### src/rtl/instruction_assembler.sv
// ============================================================================
// instruction_assembler
// ----------------------------------------------------------------------------
// Packs decoded MIPS instruction fields back into 32-bit instruction words and
// streams them into instruction memory through an auto-incrementing write
// port. It sits between the boot/test loader front end and the core's
// instruction memory. Both sides use valid/ready handshakes. There is one
// output register stage, so the latency is one cycle and the throughput is
// one word per clock.
//
// Optional feature macro: INST_ASM_ERR_EN
//   When this macro is defined, the block rejects inconsistent bundles: an
//   R-format bundle with op != 0, or an I/J bundle with op == 0. A rejected
//   bundle is consumed but not written, and err pulses for one cycle. When
//   the macro is undefined, the block packs fields as given and has no err
//   port.
//
// Ports
//   clk        in   1       clock
//   rst_n      in   1       synchronous active-low reset
//   start      in   1       pulse: load base_addr and (re)enter RUN
//   base_addr  in   ADDR_W  first write address
//   in_valid   in   1       field bundle valid
//   in_ready   out  1       block can accept a bundle
//   fmt        in   2       0=R, 1=I, 2=J, 3=NOP
//   op/rs/rt/rd/shamt/func/imm/target  in  instruction fields
//   wr_valid   out  1       memory write request
//   wr_ready   in   1       memory accepts write
//   wr_addr    out  ADDR_W  write word address
//   wr_data    out  INST_W  packed instruction word
//   done       out  1       ADDR_LAST written; held until start or reset
//   err        out  1       (INST_ASM_ERR_EN only) pulse on rejected bundle
// ============================================================================
module instruction_assembler #(
    parameter int INST_W    = 32,
    parameter int ADDR_W    = 10,
    parameter int ADDR_LAST = 1023
) (
    input  logic              clk,
    input  logic              rst_n,
    input  logic              start,
    input  logic [ADDR_W-1:0] base_addr,
    input  logic              in_valid,
    output logic              in_ready,
    input  logic [1:0]        fmt,
    input  logic [5:0]        op,
    input  logic [4:0]        rs,
    input  logic [4:0]        rt,
    input  logic [4:0]        rd,
    input  logic [4:0]        shamt,
    input  logic [5:0]        func,
    input  logic [15:0]       imm,
    input  logic [25:0]       target,
    output logic              wr_valid,
    input  logic              wr_ready,
    output logic [ADDR_W-1:0] wr_addr,
    output logic [INST_W-1:0] wr_data,
`ifdef INST_ASM_ERR_EN
    output logic              err,
`endif
    output logic              done
);

    localparam logic [1:0] ST_IDLE = 2'd0;
    localparam logic [1:0] ST_RUN  = 2'd1;
    localparam logic [1:0] ST_DONE = 2'd2;

    localparam logic [1:0] FMT_R   = 2'd0;
    localparam logic [1:0] FMT_I   = 2'd1;
    localparam logic [1:0] FMT_J   = 2'd2;

    localparam logic [ADDR_W-1:0] LAST_ADDR = ADDR_W'(ADDR_LAST);

    // Build the 32-bit MIPS word for the given format. Fields that the
    // format does not use are ignored.
    function automatic logic [31:0] f_pack(
        input logic [1:0]  f_fmt,
        input logic [5:0]  f_op,
        input logic [4:0]  f_rs,
        input logic [4:0]  f_rt,
        input logic [4:0]  f_rd,
        input logic [4:0]  f_shamt,
        input logic [5:0]  f_func,
        input logic [15:0] f_imm,
        input logic [25:0] f_target
    );
        logic [31:0] w;
        case (f_fmt)
            FMT_R:   w = {f_op, f_rs, f_rt, f_rd, f_shamt, f_func};
            FMT_I:   w = {f_op, f_rs, f_rt, f_imm};
            FMT_J:   w = {f_op, f_target};
            default: w = 32'h0000_0000;
        endcase
        return w;
    endfunction

    logic [1:0]        r_state;
    logic [ADDR_W-1:0] r_addr;
    logic [INST_W-1:0] r_wr_data;
    logic              r_wr_valid;
    logic              r_done;
    logic              r_err;

    logic              w_in_ready;
    logic              w_complete;
    logic              w_accept;
    logic              w_bad;
    logic [INST_W-1:0] w_packed;

    assign w_packed   = INST_W'(f_pack(fmt, op, rs, rt, rd, shamt, func, imm, target));
    assign w_complete = r_wr_valid & wr_ready;
    assign w_accept   = in_valid & w_in_ready;

    // Format/opcode consistency check (only present with the error feature)
    always_comb begin
`ifdef INST_ASM_ERR_EN
        if (fmt == FMT_R) begin
            w_bad = (op != 6'd0);
        end else if ((fmt == FMT_I) || (fmt == FMT_J)) begin
            w_bad = (op == 6'd0);
        end else begin
            w_bad = 1'b0;
        end
`else
        w_bad = 1'b0;
`endif
    end

    // Input-side ready: only in RUN, never while start is asserted, and only
    // when the output stage is empty or is draining this cycle. A draining
    // word at the last address ends the run, so the block must not take a
    // new bundle behind it.
    always_comb begin
        w_in_ready = 1'b0;
        if ((r_state == ST_RUN) && !start) begin
            if (!r_wr_valid) begin
                w_in_ready = 1'b1;
            end else if (wr_ready && (r_addr != LAST_ADDR)) begin
                w_in_ready = 1'b1;
            end else begin
                w_in_ready = 1'b0;
            end
        end else begin
            w_in_ready = 1'b0;
        end
    end

    // Control FSM, address counter and the output register stage
    always_ff @(posedge clk) begin
        if (!rst_n) begin
            r_state    <= ST_IDLE;
            r_addr     <= {ADDR_W{1'b0}};
            r_wr_data  <= {INST_W{1'b0}};
            r_wr_valid <= 1'b0;
            r_done     <= 1'b0;
            r_err      <= 1'b0;
        end else begin
            r_err <= 1'b0;
            case (r_state)
                ST_IDLE: begin
                    if (start) begin
                        r_state    <= ST_RUN;
                        r_addr     <= base_addr;
                        r_wr_valid <= 1'b0;
                    end
                end
                ST_RUN: begin
                    if (start) begin
                        // Restart: drop any in-flight word.
                        r_addr     <= base_addr;
                        r_wr_valid <= 1'b0;
                    end else begin
                        if (w_complete) begin
                            if (r_addr == LAST_ADDR) begin
                                r_state <= ST_DONE;
                                r_done  <= 1'b1;
                            end else begin
                                r_addr <= r_addr + ADDR_W'(1);
                            end
                        end
                        if (w_accept && !w_bad) begin
                            // A new word replaces a completing one back-to-back.
                            r_wr_data  <= w_packed;
                            r_wr_valid <= 1'b1;
                        end else if (w_complete) begin
                            r_wr_valid <= 1'b0;
                        end
                        if (w_accept && w_bad) begin
                            r_err <= 1'b1;
                        end
                    end
                end
                ST_DONE: begin
                    r_wr_valid <= 1'b0;
                    if (start) begin
                        r_state <= ST_RUN;
                        r_addr  <= base_addr;
                        r_done  <= 1'b0;
                    end
                end
                default: begin
                    r_state    <= ST_IDLE;
                    r_wr_valid <= 1'b0;
                    r_done     <= 1'b0;
                end
            endcase
        end
    end

    assign in_ready = w_in_ready;
    assign wr_valid = r_wr_valid;
    assign wr_addr  = r_addr;
    assign wr_data  = r_wr_data;
    assign done     = r_done;
`ifdef INST_ASM_ERR_EN
    assign err      = r_err;
`else
    logic w_unused_err;
    assign w_unused_err = r_err;
`endif

endmodule

### config.mk
export PLATFORM = sky130hd
export DESIGN_NAME = instruction_assembler
export DESIGN_NICKNAME = d
export VERILOG_FILES = /design/src/rtl/instruction_assembler.sv
export SDC_FILE = /design/constraint.sdc
export NUM_CORES = 1
export LEC_CHECK = 0
export CAP_MARGIN = 20
export CELL_PAD_IN_SITES_DETAIL_PLACEMENT = 0
export CELL_PAD_IN_SITES_GLOBAL_PLACEMENT = 1
export CORE_UTILIZATION = 31
export CTS_CLUSTER_DIAMETER = 100
export DETAILED_ROUTE_END_ITERATION = 10
export GPL_TIMING_DRIVEN = 1
export PLACE_DENSITY = 0.9
export SLEW_MARGIN = 20
export SYNTH_ARGS = -nofsm -noshare
export SYNTH_HDL_FRONTEND = slang
export SYNTH_SLANG_ARGS = --single-unit
### constraint.sdc
create_clock -name clk -period 2.95 [get_ports clk]
set_input_delay 0.295 -clock clk [delete_from_list [all_inputs] [get_ports clk]]
set_output_delay 0.295 -clock clk [all_outputs]
set_load 0.05 [all_outputs]
==> results.sh <==
export IMPL_critPathKind="reg -> out"
export IMPL_dr_total_vias=2876
export IMPL_crit_family="compound AO/OA/AOI/OAI gates"
export IMPL_yosys_warnings=0
export IMPL_yosys_top_cells_area="dfxtp_1 (34%), o221a_1 (7.9%), mux2i_1 (5.9%), a211oi_2 (4.6%), o211ai_1 (4.5%)"
export IMPL_synth_cell_type_count=54
export IMPL_synth_seq_area_share_pct=34.1
export IMPL_cts_tree="built"
export IMPL_num_rows=33
export IMPL_holdPathEnd="wr_data[31]"
export IMPL_synth_top_area_share_pct=34.1
export IMPL_synthXorXnorAreaFrac_pct=0
export IMPL_synth_fa_ha_area_share_pct=0.464
export IMPL_worstSetupEndpointType="primary output"
export IMPL_areaGrowthSynthToFinish_pct=55.4
export IMPL_avgSynthCellArea_um2=9.08
export IMPL_dieWidth_um=95.3
export IMPL_netlist_instances=297
export IMPL_synth_top_family_by_area="compound AO/OA/AOI/OAI gates"
export IMPL_wl_um=8350
export IMPL_synth_ff_type="dfxtp_1"
export IMPL_final_setup_skew_ps=8.86
export IMPL_overflow=0
export IMPL_startpoint_type="flop"
export IMPL_top_layer_used="met4"
export IMPL_initial_core_util_pct=32.5
export IMPL_dieArea_um2=9080
export IMPL_ctsResizeCount=0
export IMPL_layout_min_cycle_time_ps=2450
export IMPL_clock_sinks=46
export IMPL_multi_input_area_um2=1620
export IMPL_synthMuxAreaShare_pct=5.94
export IMPL_cp_slowest_cell="o31a_1"
export IMPL_fin_crit_sh_pct=83.1
export IMPL_hpwlAfterDp_um=6280
export IMPL_grt_setup_unrepaired="no"
export IMPL_synthArstFlopShare_pct=0
export IMPL_cts_hold_buf=0
export IMPL_r2r_setup_slack_ps=640
export IMPL_final_max_slew_violation_count=0
export IMPL_postRouteAntennaNets=0
export IMPL_r2r_end="wr_data[10]"
export IMPL_tightest_slew_ps=943
export IMPL_drive_above_1_share_pct=9.07
export IMPL_dr_pass1_iters=4
export IMPL_mostFrequentLayoutCell="clkdlybuf4s50_1"
export IMPL_power_density_nw_per_um2=391
export IMPL_final_seq_area_um2=921
export IMPL_slowest_delay_ps=470
export IMPL_crit_required_ps=2650
export IMPL_cap_violations=0
export IMPL_reg2reg_depth=5
export IMPL_diodes=0
export IMPL_clockRootBuffer="clkbuf_8"
export IMPL_met1_length_um=3540
export IMPL_dr_first_iter_drc_count=111
export IMPL_crit_path_cell_trace="ha_1, nand4_2, o31a_1, o21ai_4, inv_2, buf_4"
export IMPL_wl_met2_um=3970
export IMPL_grt_pass1_wl_um=13400
export IMPL_wl_met3_um=802
export IMPL_clk_pin_slew_worst_paths_ps=90
export IMPL_core_um2=8300
export IMPL_final_area_um2=4190
export IMPL_cts_buffers=5
export IMPL_io_pins=136
export IMPL_mostFrequentLayoutCells="clkdlybuf4s50_1 (134), dfxtp_1 (46), nand2_1 (31)"
export IMPL_postCtsSetupBuffers=0
export IMPL_worstSkewPairLatency_ps=300
export IMPL_fillers=769
export IMPL_viasPerCell=5.49
export IMPL_grt_usage_pct=18.6
export IMPL_place_area_um2=4100
export IMPL_slew_headroom_pct=37.1
export IMPL_grt_max_degree=30
export IMPL_synth_top_cell_by_area="dfxtp_1"
export IMPL_holdPathStages=2
export IMPL_path_buf_inv=2
export IMPL_outcome="finished, final reports clean"
export IMPL_antenna_found_initial=0
export IMPL_cts_buffer_depth=2
export IMPL_wl_per_cell_um=15.9
export IMPL_worstHoldStart="wr_data[31]"
export IMPL_ys_seq_elements=46
export IMPL_gp_congestion=0.810
export IMPL_syn_num_nets=389
export IMPL_worstPathArrival_ps=2160
export IMPL_setup_viol=0
export IMPL_worstPathMaxFanout=7
export IMPL_tns_ps=0
export IMPL_drc=0
export IMPL_power_leakage_uw=0.00145
export IMPL_fmax_mhz=408
export IMPL_peakVddDrop_mv=0.205
export IMPL_hold_violations=0
export IMPL_yosys_area_share_simple_pct=21.0
export IMPL_cts_htree_levels=2
export IMPL_synth_compound_area_share_pct=32.6
export IMPL_grt_pass1_vias=2843
export IMPL_r2r_start="wr_addr[0]"
export IMPL_synth_area_um2=2700
export IMPL_nNetsFinal=510
export IMPL_p_total_uw=1640
export IMPL_hp_class="reg -> reg"
export IMPL_portBuffers=135
export IMPL_die_h_um=95.3
export IMPL_synth_edff_count=0
-- layout make-up --
cell class	instances	share of cell area, %
multi-input cells	218	38.7
inverters	3	0.269
well taps	105	3.13
repair buffers	144	33.8
clock buffers	5	1.64
clock inverters	3	0.507
flip-flops and latches	46	22.0
-- logic make-up after synthesis --
kind of cell / Yosys count
compound gates: 104
fa+ha+maj: 1
buf+inv: 33
flops: 46
mux: 16
simple gates: 97
-- sequential cells by signal, indices dropped and copies added, names as in the netlist --
register,cells
done,1
r_state,2
wr_addr,10
wr_data,32
wr_valid,1
-- worst max path at each step --
stage          startpoint    endpoint  slack, ps  cells past startpoint
3_5_place_dp        start  wr_data[1]        500                      5
4_1_cts        wr_addr[0]    in_ready        490                      6
3_3_place_gp        start  wr_data[1]        630                      5
6_report       wr_addr[0]    in_ready        500                      6
5_1_grt        wr_addr[0]    in_ready        340                      6
2_1_floorplan  wr_addr[0]    in_ready        550                      6
-- synthesized netlist by cell type (all sizes together) (7+ instances only) --
master    n
nor4     12
dfxtp    46
nor2b    13
nand2    31
buf      12
a211oi   13
o2111ai   7
a21oi    21
nand4     9
o211ai   16
o221a    19
o21ai     8
clkbuf   18
mux2i    16
-- power by group --
part           internal, µW  switching [µW]  total [µW]
sequential              662            34.5         696
combinational           257             300         556
clock                   167             218         384
-- worst reg2reg max path: stages (launching register included) --
cell       delay, ps
dfxtp_1          420
ha_1             280
nand4_2          240
o2111ai_2        450
nand3_4          410
o221a_1          400
-- routing by layer --
layer	track usage [%]	up-vias
li1	-	1406
met1	22.4	1354
met2	31.5	112
met3	6.86	4
met4	3.41	0
met5	0	-
-- stage by stage --
step	instances	setup slack [ps]	hold WS (ps)	util (%)
6_report	524	500	487	50.5
3_5_place_dp	516	496	479	49.4
2_1_floorplan	297	548	459	-
3_3_place_gp	516	633	479	49.4
4_1_cts	524	490	492	50.5
5_1_grt	524	338	528	50.5
(Power assumes the default switching activity.)
